[src/rtl/ff_bank_arbiter_if.sv]
// Requester-side bus of the shared flip-flop bank arbiter.
// The arbiter takes the slave modport and the requesting FSMs take the master modport.
interface ff_bank_arbiter_if #(
    parameter int unsigned N = 4,
    parameter int unsigned W = 8
);
    logic [N-1:0]   req;
    logic [2*N-1:0] op;
    logic [W*N-1:0] arg;
    logic [N-1:0]   grant;
    logic [N-1:0]   ack;
    logic           busy;
    logic [W-1:0]   q;

    modport master (
        output req, op, arg,
        input  grant, ack, busy, q
    );

    modport slave (
        input  req, op, arg,
        output grant, ack, busy, q
    );
endinterface

[src/rtl/ff_bank_arbiter.sv]
// Round-robin sequencer that shares one W-bit register bank between N requesters.
// Each grant applies one LOAD/TOGGLE/SET to the bank; all state moves on the falling clock edge.
module ff_bank_arbiter #(
    parameter int unsigned N = 4,
    parameter int unsigned W = 8
) (
    input logic              clk,
    input logic              reset,
    ff_bank_arbiter_if.slave bus
);
    localparam int unsigned PtrW = $clog2(N);

    typedef enum logic [1:0] {StIdle, StGrant, StExec, StAck} state_e;

    state_e            state_q, state_d;
    logic [PtrW-1:0]   winner_q, winner_d;
    logic [PtrW-1:0]   last_ptr_q, last_ptr_d;
    logic [1:0]        op_q, op_d;
    logic [W-1:0]      arg_q, arg_d;
    logic [W-1:0]      bank_q, bank_d;
    logic [N-1:0]      grant_q, grant_d;
    logic [N-1:0]      ack_q, ack_d;

    logic              pick_valid;
    logic [PtrW-1:0]   pick;
    logic [PtrW-1:0]   cand;
    logic [1:0]        op_sel;
    logic [W-1:0]      arg_sel;

    // Walk from the farthest position back to last_ptr+1 so the nearest requester wins.
    always_comb begin
        pick_valid = 1'b0;
        pick       = '0;
        cand       = '0;
        for (int k = N; k >= 1; k--) begin
            cand = PtrW'((int'(last_ptr_q) + k) % N);
            if (bus.req[cand]) begin
                pick_valid = 1'b1;
                pick       = cand;
            end
        end
    end

    always_comb begin
        op_sel  = '0;
        arg_sel = '0;
        for (int i = 0; i < N; i++) begin
            if (winner_q == PtrW'(i)) begin
                op_sel  = bus.op[2*i +: 2];
                arg_sel = bus.arg[W*i +: W];
            end
        end
    end

    always_ff @(negedge clk or posedge reset) begin
        if (reset) begin
            state_q <= StIdle;
        end else begin
            state_q <= state_d;
        end
    end

    always_comb begin
        state_d = state_q;
        case (state_q)
            StIdle:  if (pick_valid) state_d = StGrant;
            StGrant: state_d = bus.req[winner_q] ? StExec : StIdle;
            StExec:  state_d = StAck;
            StAck:   state_d = StIdle;
            default: state_d = StIdle;
        endcase
    end

    always_comb begin
        winner_d   = winner_q;
        last_ptr_d = last_ptr_q;
        op_d       = op_q;
        arg_d      = arg_q;
        bank_d     = bank_q;
        grant_d    = grant_q;
        ack_d      = '0;
        case (state_q)
            StIdle: begin
                if (pick_valid) begin
                    winner_d = pick;
                    grant_d  = N'(1) << pick;
                end
            end
            StGrant: begin
                // A withdrawn request leaves last_ptr alone so its turn is not consumed.
                if (bus.req[winner_q]) begin
                    op_d  = op_sel;
                    arg_d = arg_sel;
                end else begin
                    grant_d = '0;
                end
            end
            StExec: begin
                case (op_q)
                    2'b01:   bank_d = arg_q;
                    2'b10:   bank_d = bank_q ^ arg_q;
                    2'b11:   bank_d = bank_q | arg_q;
                    default: bank_d = bank_q;
                endcase
            end
            StAck: begin
                ack_d      = N'(1) << winner_q;
                grant_d    = '0;
                last_ptr_d = winner_q;
            end
            default: ;
        endcase
    end

    always_ff @(negedge clk or posedge reset) begin
        if (reset) begin
            winner_q   <= '0;
            last_ptr_q <= PtrW'(N - 1);
            op_q       <= '0;
            arg_q      <= '0;
            bank_q     <= '0;
            grant_q    <= '0;
            ack_q      <= '0;
        end else begin
            winner_q   <= winner_d;
            last_ptr_q <= last_ptr_d;
            op_q       <= op_d;
            arg_q      <= arg_d;
            bank_q     <= bank_d;
            grant_q    <= grant_d;
            ack_q      <= ack_d;
        end
    end

    assign bus.grant = grant_q;
    assign bus.ack   = ack_q;
    assign bus.busy  = (state_q != StIdle);
    assign bus.q     = bank_q;
endmodule

[src/flat_wrapper.sv]
// flat-port wrapper written by rule: the top's interface ports become plain ports
module ff_bank_arbiter_flat 
#(
    parameter int unsigned N = 4,
    parameter int unsigned W = 8
)
  (clk, reset, bus_req, bus_op, bus_arg, bus_grant, bus_ack, bus_busy, bus_q);
  ff_bank_arbiter_if #(.N(N), .W(W)) bus_i ();
  input logic clk;
  input logic reset;
  input wire logic [$bits(bus_i.req)-1:0] bus_req;
  input wire logic [$bits(bus_i.op)-1:0] bus_op;
  input wire logic [$bits(bus_i.arg)-1:0] bus_arg;
  output wire logic [$bits(bus_i.grant)-1:0] bus_grant;
  output wire logic [$bits(bus_i.ack)-1:0] bus_ack;
  output wire logic [$bits(bus_i.busy)-1:0] bus_busy;
  output wire logic [$bits(bus_i.q)-1:0] bus_q;
  assign bus_i.req = bus_req;
  assign bus_i.op = bus_op;
  assign bus_i.arg = bus_arg;
  assign bus_grant = bus_i.grant;
  assign bus_ack = bus_i.ack;
  assign bus_busy = bus_i.busy;
  assign bus_q = bus_i.q;
  ff_bank_arbiter #(.N(N), .W(W)) u_core (.clk(clk), .reset(reset), .bus(bus_i));
endmodule
[config.mk]
export PLATFORM = sky130hd
export DESIGN_NAME = ff_bank_arbiter_flat
export DESIGN_NICKNAME = d
export VERILOG_FILES = /design/src/rtl/ff_bank_arbiter_if.sv /design/src/rtl/ff_bank_arbiter.sv /design/src/flat_wrapper.sv
export SDC_FILE = /design/constraint.sdc
export NUM_CORES = 1
export LEC_CHECK = 0
export CAP_MARGIN = 0
export CORE_ASPECT_RATIO = 0.7
export CORE_UTILIZATION = 50
export DETAILED_ROUTE_END_ITERATION = 10
export DONT_BUFFER_PORTS = 1
export PLACE_DENSITY = 0.71
export SYNTH_ARGS = -nofsm -noshare
export SYNTH_HDL_FRONTEND = slang
export SYNTH_SLANG_ARGS = --single-unit
[constraint.sdc]
create_clock -name clk -period 2.2 [get_ports clk]
set_input_delay 0.44 -clock clk [delete_from_list [all_inputs] [get_ports clk]]
set_output_delay 0.44 -clock clk [all_outputs]
set_load 0.005 [all_outputs]
# Word level (Yosys, flattened, before mapping)
# Cells that the tools add are included.
# W data, S select, Z words.
[word_totals]
elab_cells = 75
ff_bits = 32
input_bits = 46
[op_classes]
n_bitwise = 2
reduce_logical = 9
n_addsub = 4
n_eq_ne = 11
magnitude_cmp = 5
n_mux = 34
shifts = 2
[ops]
columns = ["op", "count"]
rows = [
  ["$mux W8", 4],
  ["$pmux W8 S3", 1],
  ["$mux W2", 10],
  ["$lt A2 B3 Y1 const B", 5],
  ["$eq A2 B2 Y1 const B", 6],
  ["$mux W4", 3],
  ["$pmux W4 S3", 1],
  ["$bmux W1 S2", 5],
  ["$mux W1", 9],
  ["$or A8 B8 Y8", 1],
  ["$pmux W2 S4", 1],
  ["$shl A1 B2 Y4 const A", 2],
  ["$xor A8 B8 Y8", 1],
  ["$eq A2 B1 Y1 const B", 3],
  ["$reduce_and A2 Y1", 3],
  ["$reduce_bool A3 Y1", 2],
  ["$add A2 B1 Y2 const B", 2],
  ["$add A2 B2 Y2 const B", 2],
  ["$logic_not A2 Y1", 2],
  ["$reduce_and A3 Y1", 1],
  ["$ne A2 B1 Y1 const B", 1],
  ["$ne A2 B2 Y1 const B", 1],
  ["$reduce_bool A2 Y1", 1],
]

# Logic depth before layout (Yosys ltp)
# Gate-level depths: netlist (run 1).
[logic_depth]
word_depth = 10
mapped_depth = 6

==> metrics.txt, run 1 <==
status finished with violations; failing checks negative setup slack; CP Capture Type output pin; Static Leakage about 1.1 nW; Crit Path Max Fanout 2; Multi-input gate area 0.00106 mm2; I/O Buffers 0; HPWL Detailed 3.19 mm; Worst Setup Start Kind flip-flop; Mapped Cells 182; Fin. Hold Viols 0; Hold Path Class reg2reg; Power Density roughly 1600 mW/mm2; largest net degree at the start of global routing 28; Ports 63; grt total ovfl 0; fillers 304; fraction of layout cells with a size suffix above 1 25.4%; Pint 2.22 mW; final instance area around 0.0022 mm2; worst-margin pin slew 373 ps; Crit path largest cell delay 340 ps; Reg2Reg Launch Point u_core.winner_q[0]; Initial DRT Pass Iterations 5; RSZ-0062 raised after global routing yes; Initial DRC Count between 90 and 100; critical path's top delay family flip-flops; Top FF cell, synth dfrtn_1; Layout area overhead 12.9%; Finish-stage setup viols 33; Post-Syn Area 0.00198 mm2; CTS Sinks 32; buffers and inverters on the worst path 0; Die Wd 77.2 um; initial antenna violation count 0; gr usage total 23.0%; pre-CTS worst setup slack -441 ps; Final #Nets 246; TritonCTS Buffers 5; first-pass GRT wire length 6.94 mm; vias post-DR 1412; Avg Vias per Cell between 5 and 6; drt wl/cell ~18 um; Net Count, Synth 236; Max IR drop VDD 0.626 mV; Sequential Power Share 33.1%; Mean Syn Cell Area 10.9 um2; FFs w/ async S/R, synth 100%; Initial Util between 50 and 60%; WP data arrival 1980 ps; Hold Crit Start u_core.last_ptr_q[0]; GP Congestion 0.848; cell accounting for the most synthesized area dfrtn_1; Ys Warns 0; CTS tree yes; DP Area 0.00206 mm2; later-pin clock latency in the skew report between 300 and 400 ps; Yosys cell types 34; WL final 4.34 mm; count leader, synth dfrtn_1; R2R Path End u_core.arg_q[2]; relative slew slack 75.1%; Crit Path Class reg2out; CP Data Required Time 1760 ps; Layout Skew 54.7 ps; Sw Pwr approximately 1.4 mW; Power, Total 3.59 mW; CP cell instances or2_4; hold path endpoint u_core.last_ptr_q[0]; Core ar. about 0.0036 mm2; worst reg-to-reg setup slack 500 ps; worst setup slack after layout -224 ps; Combinational Power Share 51.4%; post-route antenna net violation count 0; CTS max path bufs 2; diodes inserted 0; Sw Share 38.1%; FF-to-FF path depth 3; clock group share of total power between 10% and 20%; largest cells by area after synthesis dfrtn_1 38%, mux4_2 11%, mux2_4 6.8%; max-cap viol count 0; root buf cell clkbuf_8; register area share after synthesis approximately 40%; FF/Latch Area between 800 and 900 um2; commonest cells in the netlist 30 x dfrtn_1, 22 x inv_1, 20 x nor2_1; hold depth 2; #FFs+latches synth 32; Die Y-Extent approximately 55 um; H-tree depth 2; Final Slew Violations 0; # DRC 0; Slowest-stage cell, CP dfrtn_1; DIE AREA 0.00421 mm2; Core Rows 18; CTS clk-pin slew, worst paths approximately 40 ps; vias in the first global route 1484; count of flip-flops with a built-in enable after synthesis 0; final hold slack 482 ps; CTS Hold Bufs 0; Yosys top cell area share between 30% and 40%
[cell type report]
cell class / count / share of cell area [%]
well taps: 50 / 2.80
flip-flops and latches: 32 / 36.0
inverters: 21 / 3.53
clock buffers: 6 / 3.25
multi-input cells: 118 / 47.4
repair buffers: 12 / 5.16
clock inverters: 4 / 1.85
[per-stage QoR]
| step | utilization [%] | setup TNS (ps) | cells |
|---|---|---|---|
| 5_1_grt | 61.2 | -2660 | 243 |
| 4_1_cts | 60.2 | -2080 | 242 |
| 3_5_place_dp | 56.3 | -6500 | 231 |
| 3_3_place_gp | 56.3 | -6030 | 231 |
| 2_1_floorplan | - | -5360 | 182 |
| 6_report | 61.2 | -1950 | 243 |
[logic make-up after synthesis]
kind of cell / count (synthesis) / share of synthesized area (%)
multiplexers: 32 / 24.9
AND/OR/NAND/NOR: 43 / 10.1
adder cells (fa/ha/maj): 8 / 5.06
buffers and inverters: 33 / 8.54
flip-flops: 32 / 40.6
AO/OA/AOI/OAI: 34 / 10.8
[what timing repair did]
action / CTS / global route
setup endpoints to repair: 33 / 33
pin swaps: 3 / 2
resized for setup: 4 / 4
buffers inserted: 1 / 1
cloned: 1 / 0
[flip-flops by register name, indices dropped and copies added, names as in the netlist, named ones only]
name               flops
u_core.winner_q        2
u_core.last_ptr_q      2
u_core.op_q            2
u_core.state_q         1
u_core.bus.ack         4
u_core.bus.grant       4
u_core.arg_q           8
u_core.bus.q           8
[worst max path at each step]
stage / cells after the start / to / from / slack (ps)
after floorplan: 4 / u_core.bus.grant[0] / bus_req[0] / -340
after global placement: 4 / u_core.arg_q[6] / bus_req[3] / -400
after detailed placement: 4 / u_core.arg_q[6] / bus_req[3] / -440
after CTS: 1 / bus_busy / flip-flop / -230
after global routing: 1 / bus_busy / flip-flop / -250
final: 1 / bus_busy / flip-flop / -220
[routing by layer]
| metal | track usage, % | up-vias | part of all wire, % |
|---|---|---|---|
| met1 | 27.3 | 663 | 42 |
| li1 | - | 662 | - |
| met3 | 6.17 | 13 | 8.7 |
| met2 | 39.1 | 74 | 46 |
| met4 | 13.5 | 0 | 2.9 |
| met5 | 0 | - | 0 |
[power groups by stage]
stage               clock network (mW)  logic (mW)  registers (mW)
global route                     0.589        2.06            1.23
CTS                              0.567        1.80            1.18
global placement               0.00854        1.63            1.16
floorplan                      0.00854        1.48            1.07
finish                           0.556        1.85            1.19
detailed placement             0.00854        1.73            1.18
[placed cells by master (no fill, tap or decap), types with 2 or more instances in the layout]
cell type	n
clkbuf_8	5
and3_4	2
dfrtn_1	30
o32ai_1	4
dfstp_2	2
nor3_1	2
o21ai_0	5
inv_1	23
o211ai_1	2
mux2i_1	9
nand2_1	12
nor2_1	20
mux2_4	10
a21oi_1	15
mux2i_4	2
mux4_2	10
nand2b_1	3
o211a_1	2
buf_12	2
buf_4	10
ha_1	8
(Power assumes the default switching activity.)
==> run 2, diff against run 1 <==
--- a/config.mk
+++ b/config.mk
@@ -8,8 +8,10 @@
 export CAP_MARGIN = 0
 export CORE_ASPECT_RATIO = 0.7
+export CORE_MARGIN = 3
 export CORE_UTILIZATION = 50
 export DETAILED_ROUTE_END_ITERATION = 10
 export DONT_BUFFER_PORTS = 1
 export PLACE_DENSITY = 0.71
+export SETUP_SLACK_MARGIN = 0.15
 export SYNTH_ARGS = -nofsm -noshare
 export SYNTH_HDL_FRONTEND = slang
==> constraint.sdc (replaced) <==
create_clock -name clk -period 2.2 [get_ports clk]
set_input_delay 0.44 -clock clk [delete_from_list [all_inputs] [get_ports clk]]
set_output_delay 0.44 -clock clk [all_outputs]
set_load 0.05 [all_outputs]
==> run 2 against run 1 <==
  * The flow still finishes with violations (negative setup slack)
  * Clock power up 3.6%
  * Hold slack better by 11 ps
  * Register-to-register slack worse by 170 ps
  * Sequential cell count unchanged
  * Combinational power up 62%
  * Die area up 13%
  * Power up 34%
  * Worst setup slack worse by 100 ps
  * Utilization up 11 points
  * First-iteration DRC count up 53%
  * Critical path type unchanged
  * Largest power group unchanged
==> metrics.txt, run 2 (synthesis results as in run 1) <==
status finished with violations; failing checks negative setup slack; first-pass GRT wire length 8.64 mm; CTS tree yes; FF/Latch Area around 800 um2; Die Wd 81.2 um; gr usage total between 20% and 30%; pre-CTS worst setup slack -459 ps; relative slew slack 63.9%; Avg Vias per Cell 6.01; fillers 242; worst-margin pin slew 542 ps; CTS clk-pin slew, worst paths 50 ps; Hold Path Class reg2reg; commonest non-fill, non-tap cell in the layout dfrtn_1; Worst Setup Start Kind flip-flop; Multi-input gate area 0.00112 mm2; grt total ovfl 0; HPWL Detailed 3.93 mm; worst setup slack after layout -327 ps; Initial DRC Count 144; Static Leakage 1.24 nW; I/O Buffers 0; drt wl/cell 20.6 um; diodes inserted 0; most frequent cells in the layout 30 x dfrtn_1, 22 x inv_1, 19 x nor2_1, 17 x buf_12, 15 x a21oi_1; fraction of layout cells with a size suffix above 1 36.9%; vias in the first global route ~1700; hold depth 2; CP Data Required Time 1760 ps; Initial Util between 50% and 60%; post-route antenna net violation count 0; Die Y-Extent ~60 um; CTS max path bufs 2; Final #Nets 267; Layout area overhead 33.5%; WP data arrival 2090 ps; Core ar. 0.00365 mm2; Power Density 1830 mW/mm2; Core Rows 18; final hold slack 494 ps; vias post-DR 1586; later-pin clock latency in the skew report 340 ps; CTS Sinks 32; Ports 63; H-tree depth 2; WL final 5.43 mm; Power, Total 4.83 mW; CP Capture Type output pin; GP Congestion 0.857; largest net degree at the start of global routing 15; FF-to-FF path depth 6; TritonCTS Buffers 5; Fin. Hold Viols 0; Crit Path Class reg2out; root buf cell clkbuf_8; Initial DRT Pass Iterations 4; Finish-stage setup viols 27; max-cap viol count 0; initial antenna violation count 0; CTS Hold Bufs 0; WP depth 0; DIE AREA 0.00476 mm2; Max IR drop VDD 0.946 mV; Layout Skew 52.4 ps; Final Slew Violations 0; RSZ-0062 raised after global routing yes; # DRC 0; Crit Path Max Fanout 2
[run 2: changes by cell type in the layout (fill, tap and decap cells not counted), sizes merged]
cell	before	now
buf	12	32
nand2b	4	5
clkinvlp	0	1
clkinv	1	0
[run 2: path summary, 6_finish.rpt]
kind	startpoint	slack, ps	end
max	u_core.bus.q[3]	-330	bus_q[3]
min	u_core.last_ptr_q[0]	490	u_core.last_ptr_q[0]
min in group asynchronous	reset	980	u_core.bus.q[3]
max in group asynchronous	reset	790	u_core.bus.grant[0]
min reg2reg	u_core.last_ptr_q[0]	490	u_core.last_ptr_q[0]
max reg2reg	u_core.bus.q[3]	330	u_core.bus.q[3]
[run 2: layout make-up]
class | instances | area share [%]
Sequential cell | 32 | 30.4
Inverter | 21 | 3.13
Timing Repair Buffer | 32 | 17.4
Tap cell | 50 | 2.37
Clock inverter | 4 | 1.56
Multi-Input combinational cell | 119 | 42.3
Clock buffer | 6 | 2.75
[run 2: repair_timing]
| action | 4_1_cts | 5_1_grt |
|---|---|---|
| gates resized for setup | 18 | 5 |
| buffers inserted | 6 | 1 |
| pin swaps | 9 | 3 |
| gates cloned | 2 | 0 |
| setup endpoints to repair | 35 | 35 |
| endpoints found under the hold margin | 0 | 0 |
[run 2: report_power, final]
part           total [mW]  internal, mW  switching, mW
clock network       0.576         0.340          0.236
registers            1.26         0.895          0.360
logic                3.00          1.51           1.49
[run 2: per-stage QoR]
step / setup TNS (ps) / instances / cell area [um2] / util (%)
3_5_place_dp: -6730 / 246 / 2360 / 64.7
2_1_floorplan: -5630 / 182 / 1980 / -
3_3_place_gp: -5990 / 246 / 2360 / 64.7
5_1_grt: -4990 / 264 / 2640 / 72.4
4_1_cts: -4580 / 263 / 2620 / 71.7
6_report: -4380 / 264 / 2640 / 72.4
[run 2: metal layers]
metal | up-vias | global-route usage, % | routed length, um
li1 | 701 | - | -
met1 | 786 | 31.3 | 2040
met2 | 90 | 41.2 | 2710
met3 | 9 | 9.17 | 622
met4 | 0 | 6.51 | 59
met5 | - | 0 | 0
